<file path="src/rtl/dct_da_pkg.sv">
// Shared constants, coefficient table and LUT helper for the bit-serial DA DCT engine.
package dct_da_pkg;

    localparam int unsigned N_TAPS = 4;
    localparam int unsigned DATA_W = 16;
    localparam int unsigned COEF_W = 16;
    localparam int unsigned LUT_W  = COEF_W + $clog2(N_TAPS);
    localparam int unsigned ACC_W  = DATA_W + COEF_W + $clog2(N_TAPS);

    // Q2.14 cosine constants, ck = round(cos(k*pi/16) * 2^14)
    localparam int C1 = 16069;
    localparam int C2 = 15137;
    localparam int C3 = 13623;
    localparam int C4 = 11585;
    localparam int C5 = 9102;
    localparam int C6 = 6270;
    localparam int C7 = 3196;

    localparam int COEF [8][4] = '{
        '{C4,  C4,  C4,  C4},
        '{C1,  C3,  C5,  C7},
        '{C2,  C6, -C6, -C2},
        '{C3, -C7, -C1, -C5},
        '{C4, -C4, -C4,  C4},
        '{C5, -C1,  C7,  C3},
        '{C6, -C2,  C2, -C6},
        '{C7, -C5,  C3, -C1}
    };

    typedef enum logic [1:0] {IDLE, ACC, DONE} state_t;

    // Sum of the row coefficients whose tap bit is set; tap 0 maps to the address MSB.
    function automatic int lut_entry(input logic [2:0] row, input logic [7:0] addr,
                                     input int ntaps);
        int sum;
        int idx;
        sum = 0;
        for (int n = 0; n < 4; n++) begin
            idx = ntaps - 1 - n;
            if (n < ntaps && idx >= 0) begin
                if (addr[idx[2:0]]) sum += COEF[row][n];
            end
        end
        return sum;
    endfunction

endpackage

</file>
<file path="src/rtl/da_lut.sv">
// Combinational DA lookup: partial coefficient sum for one bit slice of the tap vector.
module da_lut
    import dct_da_pkg::*;
#(
    parameter int unsigned N_TAPS = dct_da_pkg::N_TAPS,
    parameter int unsigned COEF_W = dct_da_pkg::COEF_W,
    parameter int unsigned LUT_W  = COEF_W + $clog2(N_TAPS)
) (
    input  logic [2:0]              row_sel,
    input  logic [N_TAPS-1:0]       addr,
    output logic signed [LUT_W-1:0] psum
);

    logic [7:0] addr_ext;
    int         sum;

    always_comb begin
        addr_ext = 8'(addr);
        sum      = lut_entry(row_sel, addr_ext, int'(N_TAPS));
        psum     = LUT_W'(sum);
    end

endmodule

</file>
<file path="src/rtl/da_dct_engine.sv">
// Bit-serial distributed-arithmetic MAC producing one DCT coefficient per accepted vector.
module da_dct_engine
    import dct_da_pkg::*;
#(
    parameter int unsigned N_TAPS = dct_da_pkg::N_TAPS,
    parameter int unsigned DATA_W = dct_da_pkg::DATA_W,
    parameter int unsigned COEF_W = dct_da_pkg::COEF_W,
    parameter int unsigned ACC_W  = DATA_W + COEF_W + $clog2(N_TAPS)
) (
    input  logic                     clk,
    input  logic                     rst_n,
    input  logic                     in_valid,
    output logic                     in_ready,
    input  logic [N_TAPS*DATA_W-1:0] x_in,
    input  logic [2:0]               row_sel,
    output logic                     out_valid,
    input  logic                     out_ready,
    output logic [ACC_W-1:0]         y_out,
    output logic                     busy
);

    localparam int unsigned LUT_W = COEF_W + $clog2(N_TAPS);
    localparam int unsigned CW    = $clog2(DATA_W);

    state_t                   state_q;
    logic [DATA_W-1:0]        x_q [N_TAPS];
    logic [2:0]               row_q;
    logic [CW-1:0]            bit_cnt_q;
    logic signed [ACC_W-1:0]  acc_q;
    logic signed [ACC_W-1:0]  y_q;
    logic                     in_ready_q;
    logic                     out_valid_q;
    logic                     busy_q;

    logic [N_TAPS-1:0]        addr;
    logic signed [LUT_W-1:0]  psum;
    logic signed [ACC_W-1:0]  term;
    logic signed [ACC_W-1:0]  acc_d;
    logic                     last;

    da_lut #(
        .N_TAPS (N_TAPS),
        .COEF_W (COEF_W),
        .LUT_W  (LUT_W)
    ) u_lut (
        .row_sel (row_q),
        .addr    (addr),
        .psum    (psum)
    );

    // The sign slice carries negative weight, so it is subtracted instead of added.
    always_comb begin
        addr = '0;
        for (int n = 0; n < int'(N_TAPS); n++) begin
            addr[N_TAPS-1-n] = x_q[n][0];
        end
        term  = {{(ACC_W-LUT_W){psum[LUT_W-1]}}, psum} <<< bit_cnt_q;
        last  = (bit_cnt_q == CW'(DATA_W - 1));
        acc_d = last ? (acc_q - term) : (acc_q + term);
    end

    always_ff @(posedge clk) begin
        if (!rst_n) begin
            state_q     <= IDLE;
            row_q       <= '0;
            bit_cnt_q   <= '0;
            acc_q       <= '0;
            y_q         <= '0;
            in_ready_q  <= 1'b1;
            out_valid_q <= 1'b0;
            busy_q      <= 1'b0;
            for (int n = 0; n < int'(N_TAPS); n++) x_q[n] <= '0;
        end else begin
            unique case (state_q)
                IDLE: begin
                    if (in_valid) begin
                        for (int n = 0; n < int'(N_TAPS); n++) begin
                            x_q[n] <= x_in[n*DATA_W +: DATA_W];
                        end
                        row_q      <= row_sel;
                        acc_q      <= '0;
                        bit_cnt_q  <= '0;
                        state_q    <= ACC;
                        in_ready_q <= 1'b0;
                        busy_q     <= 1'b1;
                    end
                end
                ACC: begin
                    acc_q     <= acc_d;
                    bit_cnt_q <= bit_cnt_q + 1'b1;
                    for (int n = 0; n < int'(N_TAPS); n++) x_q[n] <= x_q[n] >> 1;
                    if (last) begin
                        y_q         <= acc_d;
                        state_q     <= DONE;
                        out_valid_q <= 1'b1;
                        busy_q      <= 1'b0;
                    end
                end
                DONE: begin
                    if (out_ready) begin
                        state_q     <= IDLE;
                        out_valid_q <= 1'b0;
                        in_ready_q  <= 1'b1;
                    end
                end
                default: state_q <= IDLE;
            endcase
        end
    end

    assign in_ready  = in_ready_q;
    assign out_valid = out_valid_q;
    assign busy      = busy_q;
    assign y_out     = y_q;

endmodule

</file>
<file path="config.mk">
export PLATFORM = sky130hd
export DESIGN_NAME = da_dct_engine
export DESIGN_NICKNAME = d
export VERILOG_FILES = /design/src/rtl/dct_da_pkg.sv /design/src/rtl/da_lut.sv /design/src/rtl/da_dct_engine.sv
export SDC_FILE = /design/constraint.sdc
export NUM_CORES = 1
export LEC_CHECK = 0
export BUFFER_PORTS_ARGS = -buffer_cell sky130_fd_sc_hd__buf_2
export CAP_MARGIN = 30
export CORE_MARGIN = 2
export CORE_UTILIZATION = 35
export CTS_BUF_LIST = sky130_fd_sc_hd__clkbuf_4 sky130_fd_sc_hd__clkbuf_8
export CTS_CLUSTER_SIZE = 14
export DETAILED_ROUTE_END_ITERATION = 10
export GPL_TIMING_DRIVEN = 1
export PLACE_DENSITY = 0.5
export SYNTH_ARGS = -nofsm -noshare
export SYNTH_HDL_FRONTEND = slang
export SYNTH_SLANG_ARGS = --single-unit
export TNS_END_PERCENT = 100
</file>
<file path="constraint.sdc">
create_clock -name clk -period 11.07 [get_ports clk]
set_input_delay 0.5535 -clock clk [delete_from_list [all_inputs] [get_ports clk]]
set_output_delay 0.5535 -clock clk [all_outputs]
set_load 0.01 [all_outputs]
</file>
* Word level (Yosys, flattened, before mapping)
Memory sizes are Yosys's and may differ from the RTL's.
Index checks and enable logic that the tools add are counted.
** Storage, ports and cells
- Memory bits (writable) :: 64
- ROM bits :: 1024
- Word-level logic and storage cells :: 84
- Register bits :: 80
- Input bits :: 71
- Output and inout bits :: 37
- Memories :: 2
** Memories
- (no name shown) :: depth 8, width 128, rd ports 1, clocked after Yosys merged registers in 0, wr ports 0, line dct_da_pkg.sv:41 : if (addr[idx[2:0]]) sum += COEF[row][n];
- x_q :: depth 4, width 16, rd ports 4, clocked after Yosys merged registers in 0, wr ports 4, line da_dct_engine.sv:26 : logic [DATA_W-1:0] x_q [N_TAPS];
** Cells by class
- Bitwise logic cells :: 9
- Equality and inequality tests :: 6
- Magnitude comparators :: 1
- Add/sub/neg operators :: 6
- Multiplexer cells :: 40
- Shift operators :: 1
- Reduce and logical (&&, ||, !) cells :: 11
** Operators with widths (number)
- $mux 114 :: 2
- $mux 16 :: 8
- $mux 18 :: 4
- $mux 34 :: 2
- $pmux 34 s2 :: 1
- $add 18x18->18 :: 3
- $add 34x34->34 :: 1
- $sshl 34x4->34 :: 1
- $sub 34x34->34 :: 1
- $mux 1 :: 14
- $reduce_and 3->1 :: 4
- $or 1x1->1 :: 8
- $pmux 4 s2 :: 1
- $mux 2 :: 3
- $ne 2x2->1 const B :: 3
- $pmux 1 s2 :: 3
- $pmux 2 s3 :: 1
- $reduce_and 2->1 :: 3
- $reduce_bool 2->1 :: 3
- $add 4x1->4 const B :: 1
- $eq 4x4->1 const B :: 1
- $ge 4x4->1 const B :: 1
- $mux 4 :: 1
- $not 3->4 :: 1
- other kinds (3) :: 3

* Logic depth before layout (Yosys ltp)
- Word-level depth :: 15
- Mapped depth :: 50
- Depth with buffers taken out :: 47

* Hierarchy
A second synthesis with hierarchy kept.
** Second synthesis, totals
- Cell total of the unflattened synthesis :: 1467
- Area, all modules :: 12390.6 sq um
** By module, submodules not included
- da_dct_engine :: times used 1, sequential area each 3503.4 sq um, cells each 1012, area each 9155.0 sq um
- da_lut :: times used 1, sequential area each 0.0 sq um, cells each 455, area each 3235.6 sq um

* Least setup slack after synthesis
No wires, ideal clock.
- Kind :: register to register
- Start :: register row_q[1]
- End :: register acc_q[33]
- Data required time :: 10.940 ns
- Period minus slack after synthesis :: 10.732 ns
- Setup time :: 0.130 ns
- Cell stages (with the launch flop) :: 46
- Arrival :: 10.602 ns
- Buffers on the path :: 3
- Slack :: 0.338 ns
- Path through :: dfxtp_1 > clkbuf_1 > inv_1 > ha_1 > and2b_1 > nor2_1 > ha_1 > inv_1 > fa_1 > nor2b_1 > or2_2 > a41o_1 > or2_2 > ha_1 > buf_2 > o21ai_0 > o2111ai_1 > or3b_1 > [10 not listed] > o211ai_1 > nand2_1 > nor3_1 > a21boi_0 > nor2_1 > xnor2_1 > ha_1 > o2111a_1 > nand3_1 > a211oi_1 > o21ai_0 > o21ai_0 > a21oi_1 > o311ai_0 > a31oi_1 > or4_1 > o221ai_1 > o211ai_2
** Between the ends
- Longest elaborated chain between the ends :: 15
- Elaborated cells between the ends (all ways) :: 16
- Classes of those cells :: add/sub: 5; shift: 1; mux: 8; bitwise: 1; memory: 1
** RTL lines
- start, declared :: line da_dct_engine.sv:27 : logic [2:0] row_q;
- start signal, assigned :: line da_dct_engine.sv:80 : row_q <= row_sel;
- $not 3->4 (implied by the code) * :: line dct_da_pkg.sv:41
- $mem_v2 8x128 *
- $mux 114 (implied by the code) * (2 in a row) :: line dct_da_pkg.sv:41
- $mux 18 :: line dct_da_pkg.sv:41
- $add 18x18->18 :: line dct_da_pkg.sv:41
- $mux 18 :: line dct_da_pkg.sv:41
- $add 18x18->18 :: line dct_da_pkg.sv:41
- $mux 18 :: line dct_da_pkg.sv:41
- $add 18x18->18 :: line dct_da_pkg.sv:41
- $mux 18 * :: line dct_da_pkg.sv:41
- $sshl 34x4->34 * :: line da_dct_engine.sv:57 : term = {{(ACC_W-LUT_W){psum[LUT_W-1]}}, psum} <<< bit_cnt_q;
- $add 34x34->34 or $sub 34x34->34 (tied branches) :: line da_dct_engine.sv:59 : acc_d = last ? (acc_q - term) : (acc_q + term);
- $mux 34 * :: line da_dct_engine.sv:59
- $pmux 34 s2 * :: line da_dct_engine.sv:74 : unique case (state_q)
- end signal, assigned :: line da_dct_engine.sv:67 : acc_q <= '0;
- end signal, assigned :: line da_dct_engine.sv:81 : acc_q <= '0;
- end signal, assigned :: line da_dct_engine.sv:89 : acc_q <= acc_d;
- end, declared :: line da_dct_engine.sv:29 : logic signed [ACC_W-1:0] acc_q;
Mark *: on every way between the ends. The rest lies on a longest branch, timed or not. The select of a mux whose other input is x is not followed.
A chain may end at the register's enable or synchronous reset.

* Worst setup path after layout
- Start :: register row_q[0]
- End :: register acc_q[33]
The elaborated chain is that of the path after synthesis.

==> run_results.csv <==
group,metric,value,unit
run_status,run_status,"completed",
grt,grt_overflow_total,0,
timing,report.final.slew_viol_count,0,
min_path,min-delay-path-class,"primary input to flip-flop",
synth,synth.ff_latch_count,144,
drt,num_vias,13870,
run,maxCapViolCount,0,
synth,synth_async_sr_flop_share,0,%
placed_design,portBuffers,107,
cells_and_area,fin_nets,2012,
die,floorplan.initialDensity,35.54,%
power,cellPowerDensity,164.1,mW/mm²
timing,timing.final.ws_setup,0.6614,ns
synth,yosysWarningCount,0,
setup_path,setup.worst_path.end_class,"flip-flop",
power,totalPowerFinal,2.573,mW
drt,route.detailed.vias_per_inst,5.836,
timing,fmax,96.07,MHz
synth,synth_top_area_share,13.49,%
cells_and_area,diodes,0,
clocking,cts-htree-levels,4,
die,top_level_ports,108,
setup_path,worst_path_largest_cell_delay,0.53,ns
drt,antenna_left,0,
cells_and_area,area.sequential,0.003503,mm²
power,vdd_drop_max,94.41,µV
power,leakagePower,6.651,nW
cells_and_area,fin_area,0.01568,mm²
synth,ys_top_cells_by_area,"sky130_fd_sc_hd__edfxtp_1 (13%), sky130_fd_sc_hd__dfxtp_1 (12%), sky130_fd_sc_hd__ha_1 (8.3%), sky130_fd_sc_hd__nand2_1 (5.5%), sky130_fd_sc_hd__a21oi_1 (5.2%)",
timing,timing.max_slew.rel_slack,36.51,%
synth,synthesis.nets,1906,
synth,mappedNetlistArea,0.01380,mm²
placed_design,placed_cells,2341,
drt,drt-pass1-iter-count,5,
cells_and_area,final-instance-count-excl-fill,2376,
clocking,tritoncts_num_sinks,144,
drt,totalWireLength,47220,µm
synth,ys.flop_type,"sky130_fd_sc_hd__dfxtp_1",
clocking,cts_buffer_depth,2,
clocking,path_clk_slew,0.10,ns
placed_design,final_weighted_congestion_in_routability_driven_placement,0.9207,
drt,drt_first_iter_violations,1188,
clocking,cts.root.buffer_cell,"sky130_fd_sc_hd__clkbuf_8",
setup_path,setup.worst_path.class,"flip-flop to flip-flop",
die,placementRows,72,
drt,drc,0,
timing,min_period,10.41,ns
placed_design,hpwlAfterDp,35990,µm
die,core_region_area,0.03883,mm²
placed_design,placement.setup.worst_slack,-0.09948,ns
setup_path,worst_path_max_delay_cell,"sky130_fd_sc_hd__or4_1",
timing,setup_viol,0,
clocking,clk-insertion-delay-late,0.47,ns
die,die_height,202.6,µm
grt,grt_antenna_before_repair,0,
synth,synth_cells,1739,
die,die_w,202.6,µm
cells_and_area,drive_above_1_share,16.04,%
grt,grt_first_pass_wirelength,74000,µm
timing,final-hold-violation-count,0,
setup_path,crit_fanout,11,
synth,edff_count_synth,62,
placed_design,dpl_cell_area,0.01521,mm²
synth,synthDominantAreaCellType,"sky130_fd_sc_hd__edfxtp_1",
setup_path,cp.required,11.42,ns
timing,clock-skew-final,0.01844,ns
setup_path,timing.critical_path.arrival,10.76,ns
timing,fin_crit_sh,94.02,%
clocking,cts_tree,"built",
grt,via_count_of_the_first_global_routing_pass,13280,
timing,finalSetupTns,0,ns
drt,wl_per_cell,19.87,µm
cells_and_area,area_delta_synth_final,13.64,%
synth,post_synth_num_cell_types,101,
synth,syn_area_per_cell,7.935,µm²
timing,worst-slew-pin-transition,0.9514,ns
clocking,cts_made_buffers,17,
grt,grt_start_max_net_pins,75,
synth,synth-seq-area-share,25.39,%
die,design.die.area,0.04103,mm²
setup_path,startpoint_type,"flip-flop",
cells_and_area,filler_cell_count,4018,
grt,grt.total_usage,22.61,%
setup_path,critical_path.most_common_cell,"sky130_fd_sc_hd__ha_1",
cells_and_area,multi_input_comb_area,0.009708,mm²
## state kept, by name (all words and copies together), names as in the netlist
signal and cells:
busy 1, acc_q 34, y_out 34, out_valid 1, in_ready 1, bit_cnt_q 4
row_q 3, x_q 64, state_q 2
## per-stage QoR
stage | util [%] | hold WS [ns]
floorplan | - | 0.4315
global placement | 39.18 | 0.4429
detailed placement | 39.18 | 0.4439
CTS | 40.19 | 0.2962
global route | 40.39 | 0.3066
finish | 40.39 | 0.3146
## logic make-up after synthesis
group,Yosys count,share of synthesized area (%)
compound gates,601,30.87
fa+ha+maj,96,8.922
mux,36,3.264
flops,144,25.39
simple gates,612,21.48
xor+xnor,82,5.259
buf+inv,168,4.815
## layout make-up
cell class	count	share of cell area [%]
clock buffer	18	1.540
clock inverter	14	0.9335
inverter	60	1.436
multi-input combinational	1427	61.91
sequential	144	22.34
tap	518	4.133
timing repair buffer	195	7.708
## power by group
| part | switching (mW) | total [mW] | internal [mW] |
|---|---|---|---|
| clock | 0.233 | 0.421 | 0.188 |
| sequential | 0.0269 | 0.640 | 0.613 |
| combinational | 0.897 | 1.51 | 0.614 |
## cell usage after synthesis (all sizes together), types with 25 or more instances
| master | number |
|---|---|
| a211oi | 32 |
| a21o | 25 |
| a21oi | 145 |
| a22o | 80 |
| buf | 33 |
| clkbuf | 75 |
| dfxtp | 82 |
| edfxtp | 62 |
| ha | 92 |
| inv | 57 |
| nand2 | 202 |
| nand3 | 55 |
| nor2 | 153 |
| nor3 | 34 |
| o211ai | 29 |
| o21ai | 96 |
| xnor2 | 54 |
| xor2 | 28 |
## path summary, 6_finish.rpt
kind                               start  slack (ns)                endpoint  depth (start not counted)
setup reg to reg   row_q[0]$_SDFFE_PN0P_        0.66  acc_q[33]$_SDFFE_PN0P_                         44
hold / removal                row_sel[1]        0.31   row_q[1]$_SDFFE_PN0P_                          3
setup / recovery   row_q[0]$_SDFFE_PN0P_        0.66  acc_q[33]$_SDFFE_PN0P_                         44
hold reg to reg   y_out[15]$_SDFFE_PN0P_        0.45  y_out[15]$_SDFFE_PN0P_                          2
## layer usage
layer  routed length [µm]  track usage, %  vias up
li1                     -               -     6741
met1                22210           31.93     6631
met2                21280           35.84      435
met3                 2978           4.093       60
met4                  752           5.031        0
met5                    0               0        -
## critical path: cells and delay by family (launching register included)
kind	cells	cell delay [ns]
flops	1	0.32
fa+ha+maj	6	1.84
buf+inv	3	0.40
compound gates	18	3.75
simple gates	14	3.44
xor+xnor	2	0.28
mux	1	0.26
## repair_timing
item	CTS	global route
gates resized for setup	1	15
buffers inserted	0	3
gates cloned	0	0
pin swaps	0	3
endpoints found under the setup margin	1	16
hold buffers	0	0
## cell usage in the layout (no fill, tap or decap), types with 8 or more instances in the layout
cell type / Yosys / layout
sky130_fd_sc_hd__clkbuf_8: 0 / 17
sky130_fd_sc_hd__o31ai_1: 12 / 12
sky130_fd_sc_hd__nand3_1: 55 / 55
sky130_fd_sc_hd__edfxtp_1: 62 / 62
sky130_fd_sc_hd__o221ai_1: 8 / 8
sky130_fd_sc_hd__a31oi_1: 18 / 17
sky130_fd_sc_hd__o211a_1: 10 / 10
sky130_fd_sc_hd__o21ai_0: 83 / 79
sky130_fd_sc_hd__nand2_1: 202 / 202
sky130_fd_sc_hd__o211ai_1: 27 / 27
sky130_fd_sc_hd__inv_1: 57 / 56
sky130_fd_sc_hd__nor2_1: 153 / 149
sky130_fd_sc_hd__o21a_1: 18 / 18
sky130_fd_sc_hd__nor3b_1: 8 / 8
sky130_fd_sc_hd__nand4_1: 15 / 15
sky130_fd_sc_hd__a211o_1: 14 / 14
sky130_fd_sc_hd__xnor2_1: 53 / 53
sky130_fd_sc_hd__or2_2: 14 / 14
sky130_fd_sc_hd__a211oi_1: 27 / 27
sky130_fd_sc_hd__xor2_1: 28 / 28
sky130_fd_sc_hd__nand2b_1: 21 / 21
sky130_fd_sc_hd__and2_1: 20 / 20
sky130_fd_sc_hd__o22ai_1: 8 / 8
sky130_fd_sc_hd__or3_1: 17 / 17
sky130_fd_sc_hd__a21oi_1: 143 / 142
sky130_fd_sc_hd__dfxtp_1: 82 / 82
sky130_fd_sc_hd__nor3_1: 31 / 30
sky130_fd_sc_hd__buf_2: 18 / 107
sky130_fd_sc_hd__a22o_1: 80 / 80
sky130_fd_sc_hd__and3_1: 14 / 14
sky130_fd_sc_hd__mux2i_1: 21 / 21
sky130_fd_sc_hd__nor2b_1: 20 / 20
sky130_fd_sc_hd__ha_1: 92 / 90
sky130_fd_sc_hd__o21ai_1: 13 / 17
sky130_fd_sc_hd__a21o_1: 25 / 25
sky130_fd_sc_hd__buf_4: 1 / 87
sky130_fd_sc_hd__nand3b_1: 8 / 8
(Power assumes the default switching activity.)
